**src/rtl/pc_pkg.sv**
```systemverilog
// Shared types and constants for the next-PC controller slice.
// Word-addressed 16-bit PC, boot vector and fetch FSM states.
package pc_pkg;

  localparam int ADDR_W = 16;
  localparam int CNT_W  = 16;

  localparam logic [ADDR_W-1:0] RESET_VEC = 16'h0000;
  localparam logic [ADDR_W-1:0] PC_STEP   = 16'h0001;

  typedef enum logic [1:0] {
    BOOT,
    RUN,
    STALL,
    FLUSH
  } state_t;

endpackage

```
**src/rtl/pc_next_ctrl_if.sv**
```systemverilog
// Fetch-control bundle between next-PC logic and the PC register.
// master = next-PC generator, slave = PC register / pipeline side.
import pc_pkg::*;

interface pc_next_ctrl_if;

  logic [ADDR_W-1:0] PC_out;
  logic              stall;
  logic              jump;
  logic [ADDR_W-1:0] jump_target;
  logic              branch_taken;
  logic [ADDR_W-1:0] branch_target;
  logic [ADDR_W-1:0] PC_in;
  logic              flush_ifid;
  logic              flush_idex;
  logic              fetch_valid;
  logic [CNT_W-1:0]  stall_cnt;
  logic [CNT_W-1:0]  redirect_cnt;

  modport master (
    input  PC_out,
    input  stall,
    input  jump,
    input  jump_target,
    input  branch_taken,
    input  branch_target,
    output PC_in,
    output flush_ifid,
    output flush_idex,
    output fetch_valid,
    output stall_cnt,
    output redirect_cnt
  );

  modport slave (
    output PC_out,
    output stall,
    output jump,
    output jump_target,
    output branch_taken,
    output branch_target,
    input  PC_in,
    input  flush_ifid,
    input  flush_idex,
    input  fetch_valid,
    input  stall_cnt,
    input  redirect_cnt
  );

endinterface

```
**src/rtl/pc_next_ctrl_sat_counter.sv**
```systemverilog
// Saturating up-counter with synchronous active-high clear.
// Holds at all-ones instead of wrapping.
module sat_counter #(
    parameter int W = 16
) (
    input  logic         clk,
    input  logic         rst,
    input  logic         inc,
    output logic [W-1:0] count
);

  always_ff @(posedge clk) begin
    if (rst) begin
      count <= '0;
    end else if (inc && (count != '1)) begin
      count <= count + 1'b1;
    end
  end

endmodule

```
**src/rtl/pc_next_ctrl.sv**
```systemverilog
// Next-PC select, redirect flushes and wrong-path fetch tracking.
// PC_in and flushes are combinational; fetch_valid is registered.
import pc_pkg::*;

module pc_next_ctrl (
    input logic                  clk,
    input logic                  rst,
    pc_next_ctrl_if.master       bus
);

  state_t state;
  logic   eff_jump;
  logic   redirect;
  logic   stall_inc;

  // A jump under stall is dropped; ID re-presents it later.
  always_comb begin
    eff_jump  = bus.jump & ~bus.stall & ~bus.branch_taken;
    redirect  = bus.branch_taken | eff_jump;
    stall_inc = bus.stall & ~bus.branch_taken;
  end

  always_comb begin
    bus.PC_in      = bus.PC_out + PC_STEP;
    bus.flush_ifid = 1'b0;
    bus.flush_idex = 1'b0;
    if (rst) begin
      bus.PC_in = RESET_VEC;
    end else if (bus.branch_taken) begin
      bus.PC_in      = bus.branch_target;
      bus.flush_ifid = 1'b1;
      bus.flush_idex = 1'b1;
    end else if (eff_jump) begin
      bus.PC_in      = bus.jump_target;
      bus.flush_ifid = 1'b1;
    end else if (bus.stall) begin
      bus.PC_in = bus.PC_out;
    end
  end

  // Sync imem returns the wrong-path word the cycle after a redirect.
  always_ff @(posedge clk) begin
    if (rst) begin
      state           <= BOOT;
      bus.fetch_valid <= 1'b0;
    end else begin
      unique case (state)
        BOOT: begin
          state           <= RUN;
          bus.fetch_valid <= 1'b1;
        end
        RUN, STALL, FLUSH: begin
          if (redirect) begin
            state           <= FLUSH;
            bus.fetch_valid <= 1'b0;
          end else if (bus.stall) begin
            state           <= STALL;
            bus.fetch_valid <= 1'b1;
          end else begin
            state           <= RUN;
            bus.fetch_valid <= 1'b1;
          end
        end
        default: begin
          state           <= BOOT;
          bus.fetch_valid <= 1'b0;
        end
      endcase
    end
  end

  sat_counter #(.W(CNT_W)) u_stall_cnt (
    .clk   (clk),
    .rst   (rst),
    .inc   (stall_inc),
    .count (bus.stall_cnt)
  );

  sat_counter #(.W(CNT_W)) u_redirect_cnt (
    .clk   (clk),
    .rst   (rst),
    .inc   (redirect),
    .count (bus.redirect_cnt)
  );

endmodule

```
**src/flat_wrapper.sv**
```systemverilog
// flat-port wrapper written by rule: the top's interface ports become plain ports
module pc_next_ctrl_flat 
  (clk, rst, bus_PC_out, bus_stall, bus_jump, bus_jump_target, bus_branch_taken, bus_branch_target, bus_PC_in, bus_flush_ifid, bus_flush_idex, bus_fetch_valid, bus_stall_cnt, bus_redirect_cnt);
  pc_next_ctrl_if bus_i ();
  input logic clk;
  input logic rst;
  input wire logic [$bits(bus_i.PC_out)-1:0] bus_PC_out;
  input wire logic [$bits(bus_i.stall)-1:0] bus_stall;
  input wire logic [$bits(bus_i.jump)-1:0] bus_jump;
  input wire logic [$bits(bus_i.jump_target)-1:0] bus_jump_target;
  input wire logic [$bits(bus_i.branch_taken)-1:0] bus_branch_taken;
  input wire logic [$bits(bus_i.branch_target)-1:0] bus_branch_target;
  output wire logic [$bits(bus_i.PC_in)-1:0] bus_PC_in;
  output wire logic [$bits(bus_i.flush_ifid)-1:0] bus_flush_ifid;
  output wire logic [$bits(bus_i.flush_idex)-1:0] bus_flush_idex;
  output wire logic [$bits(bus_i.fetch_valid)-1:0] bus_fetch_valid;
  output wire logic [$bits(bus_i.stall_cnt)-1:0] bus_stall_cnt;
  output wire logic [$bits(bus_i.redirect_cnt)-1:0] bus_redirect_cnt;
  assign bus_i.PC_out = bus_PC_out;
  assign bus_i.stall = bus_stall;
  assign bus_i.jump = bus_jump;
  assign bus_i.jump_target = bus_jump_target;
  assign bus_i.branch_taken = bus_branch_taken;
  assign bus_i.branch_target = bus_branch_target;
  assign bus_PC_in = bus_i.PC_in;
  assign bus_flush_ifid = bus_i.flush_ifid;
  assign bus_flush_idex = bus_i.flush_idex;
  assign bus_fetch_valid = bus_i.fetch_valid;
  assign bus_stall_cnt = bus_i.stall_cnt;
  assign bus_redirect_cnt = bus_i.redirect_cnt;
  pc_next_ctrl u_core (.clk(clk), .rst(rst), .bus(bus_i));
endmodule
```
**config.mk**
```make
export PLATFORM = sky130hd
export DESIGN_NAME = pc_next_ctrl_flat
export DESIGN_NICKNAME = d
export VERILOG_FILES = /design/src/rtl/pc_pkg.sv /design/src/rtl/pc_next_ctrl_if.sv /design/src/rtl/pc_next_ctrl_sat_counter.sv /design/src/rtl/pc_next_ctrl.sv /design/src/flat_wrapper.sv
export SDC_FILE = /design/constraint.sdc
export NUM_CORES = 1
export LEC_CHECK = 0
export BUFFER_PORTS_ARGS = -buffer_cell sky130_fd_sc_hd__buf_2
export CAP_MARGIN = 0
export CORE_UTILIZATION = 25
export DETAILED_ROUTE_END_ITERATION = 6
export PLACE_DENSITY_LB_ADDON = 0.08
export SYNTH_ARGS = -nofsm -noshare
export SYNTH_HDL_FRONTEND = slang
export SYNTH_SLANG_ARGS = --single-unit
```
**constraint.sdc**
```tcl
create_clock -name clk -period 2 [get_ports clk]
set_clock_uncertainty 0.05 [all_clocks]
set_input_delay 0 -clock clk [delete_from_list [all_inputs] [get_ports clk]]
set_output_delay 0 -clock clk [all_outputs]
set_load 0.03 [all_outputs]
```
==> flow_metrics.env <==
export IMPL_synth_distinct_cells=47
export IMPL_cts_root_buf="clkbuf_8"
export IMPL_num_rows=34
export IMPL_crit_type="reg -> reg"
export IMPL_rsz0062_at_grt="no"
export IMPL_avgSynthCellArea_sq_um=7.74
export IMPL_startpoint_type="flop"
export IMPL_drc=0
export IMPL_min_period_ps=1790
export IMPL_num_vias=2467
export IMPL_htree_levels=2
export IMPL_finalCritPeriodShare_pct=89.6
export IMPL_relSlewSlack_pct=65.1
export IMPL_slew_violations=0
export IMPL_finalNonFillerCells=519
export IMPL_final_cell_mix="buf_2, nor2_1, dfxtp_1"
export IMPL_cts_buffers=5
export IMPL_async_flop_share_pct=0
export IMPL_grt_overflow=0
export IMPL_holdBufCountCts=0
export IMPL_die_area_sq_um=9730
export IMPL_worst_setup_path_end_kind="flop"
export IMPL_synth_fp_nets=358
export IMPL_reg2reg_depth=7
export IMPL_fill_cells=1002
export IMPL_yosysSeqAreaShare_pct=30.0
export IMPL_worst_pin_slew_ps=524
export IMPL_layout_nets=466
export IMPL_ys_warn_count=0
export IMPL_syn_instance_count=302
export IMPL_required_ps=2180
export IMPL_min_delay_path_depth=3
export IMPL_grt_pass1_wl_um=11400
export IMPL_cp_arrival_ps=1970
export IMPL_first_pass_iters=4
export IMPL_drt_antenna_violating_nets=0
export IMPL_fin_util_pct=35.2
export IMPL_route_detailed_wl_per_inst_um=13.4
export IMPL_die_x_um=98.7
export IMPL_cts_tree="done"
export IMPL_die_h_um=98.7
export IMPL_tns_ps=0
export IMPL_clock_latency_ps=300
export IMPL_cap_violations=0
export IMPL_grt_total_usage_pct=14.8
export IMPL_power_leakage_nw=1.37
export IMPL_grt_max_degree=29
export IMPL_path_clk_slew_ps=70
export IMPL_seq_area_sq_um=701
export IMPL_ys_flop_type="dfxtp_1"
export IMPL_ir_drop_v=0.000211
export IMPL_crit_fanout=7
export IMPL_antenna_found_initial=0
export IMPL_status="complete, no violations"
export IMPL_hold_class="in -> reg"
export IMPL_start_util_pct=26.3
export IMPL_drtIter0Drc=33
export IMPL_area_growth_pct=33.8
export IMPL_grt_pass1_vias=2379
export IMPL_hold_ws_ps=45.8
export IMPL_via_per_inst=4.75
export IMPL_syn_area_sq_um=2340
export IMPL_p_per_area_nw_per_um2=528
export IMPL_layout_commonest_cell="buf_2"
export IMPL_cts_sinks=35
export IMPL_multiInputGateArea_sq_um=1560
export IMPL_routed_wl_um=6960
export IMPL_dp_hpwl_um=5290
export IMPL_num_antenna_cells=0
export IMPL_timing_fmax_mhz=558
export IMPL_cts_setup_buffers=0
export IMPL_synth_edf_count=0
export IMPL_cts_resized=0
export IMPL_drive_above_1_share_pct=32.8
export IMPL_hold_viol_final=0
export IMPL_routabilityCongestion=0.745
export IMPL_clk_path_buf_depth=2
export IMPL_ioPinCount=104
export IMPL_synth_ff_latch_count=35
export IMPL_core_sq_um=8890
export IMPL_port_buffers=103
export IMPL_setup_violations=0
export IMPL_placed_cells=511
[path summary, 6_finish.rpt]
kind                                 endpoint                         from  slack, ps
setup / recovery  u_core.u_stall_cnt.count[9]  u_core.u_stall_cnt.count[0]        210
hold / removal                u_core.state[1]                    bus_stall         50
setup reg to reg  u_core.u_stall_cnt.count[9]  u_core.u_stall_cnt.count[0]        210
hold reg to reg               u_core.state[0]              u_core.state[1]        470
[registers in the layout, summed over array words and instances (netlist names)]
register,flops
u_core.bus.fetch_valid,1
u_core.state,2
u_core.u_redirect_cnt.count,16
u_core.u_stall_cnt.count,16
[power breakdown]
group / switching (mW) / total, mW / internal [mW]
clock: 0.268 / 0.583 / 0.315
combinational: 0.219 / 0.349 / 0.129
sequential: 0.00895 / 0.718 / 0.710
[routing by layer]
layer	global-route usage [%]	routed length, um
met2	25.0	3260
met5	0	0
met1	19.1	3300
met3	2.55	311
met4	5.17	80
[stage by stage]
| step | setup WS [ps] | area [sq um] | total power, mW |
|---|---|---|---|
| after floorplan | 37.0 | 2340 | 0.947 |
| after global placement | 208 | 3030 | 1.09 |
| after detailed placement | 195 | 3030 | 1.09 |
| after CTS | 183 | 3130 | 1.68 |
| after global routing | 7.52 | 3130 | 1.74 |
| final | 207 | 3130 | 1.65 |
[layout make-up]
class	instances	share of cell area (%)
Inverter	4	0.480
Tap cell	108	4.32
Multi-Input combinational cell	248	50.0
Sequential cell	35	22.4
Timing Repair Buffer	116	19.6
Clock buffer	8	3.20
[synth_stat cells (all sizes together), types with 6 or more instances]
master   count  area [sq um]
xnor2       16           140
buf          7          35.0
nand2       26          97.6
dfxtp       35           701
nor2        55           209
a2111oi      7          73.8
a21oi       11          55.1
clkbuf       8          30.0
nand4        8          65.1
nor4         6          52.6
nor3        18          90.1
and3        10          62.6
o21ai       15          75.1
xor2        18           158
nand3       11          55.1
[cells by family (layout without fill, tap and decap cells)]
| kind of cell | Yosys count | count (layout) | synth area share, % |
|---|---|---|---|
| muxes | 6 | 6 | 2.62 |
| AOI/OAI and AO/OA | 47 | 47 | 13.9 |
| and+or+nand+nor | 158 | 158 | 35.7 |
| buffers and inverters | 19 | 128 | 3.43 |
| xor gates and xnor gates | 34 | 34 | 12.7 |
| adders and majority gates | 3 | 3 | 1.61 |
| DFF | 35 | 35 | 30.0 |
[worst max-delay path, cell delays in order, from the launching register on]
cell and delay (ps):
dfxtp_1 350, ha_1 240, and4_1 240, nand3_1 120, buf_4 160, o21ai_1 120
or3_1 320, a21oi_1 140
Power figures use the tool's default switching activity.
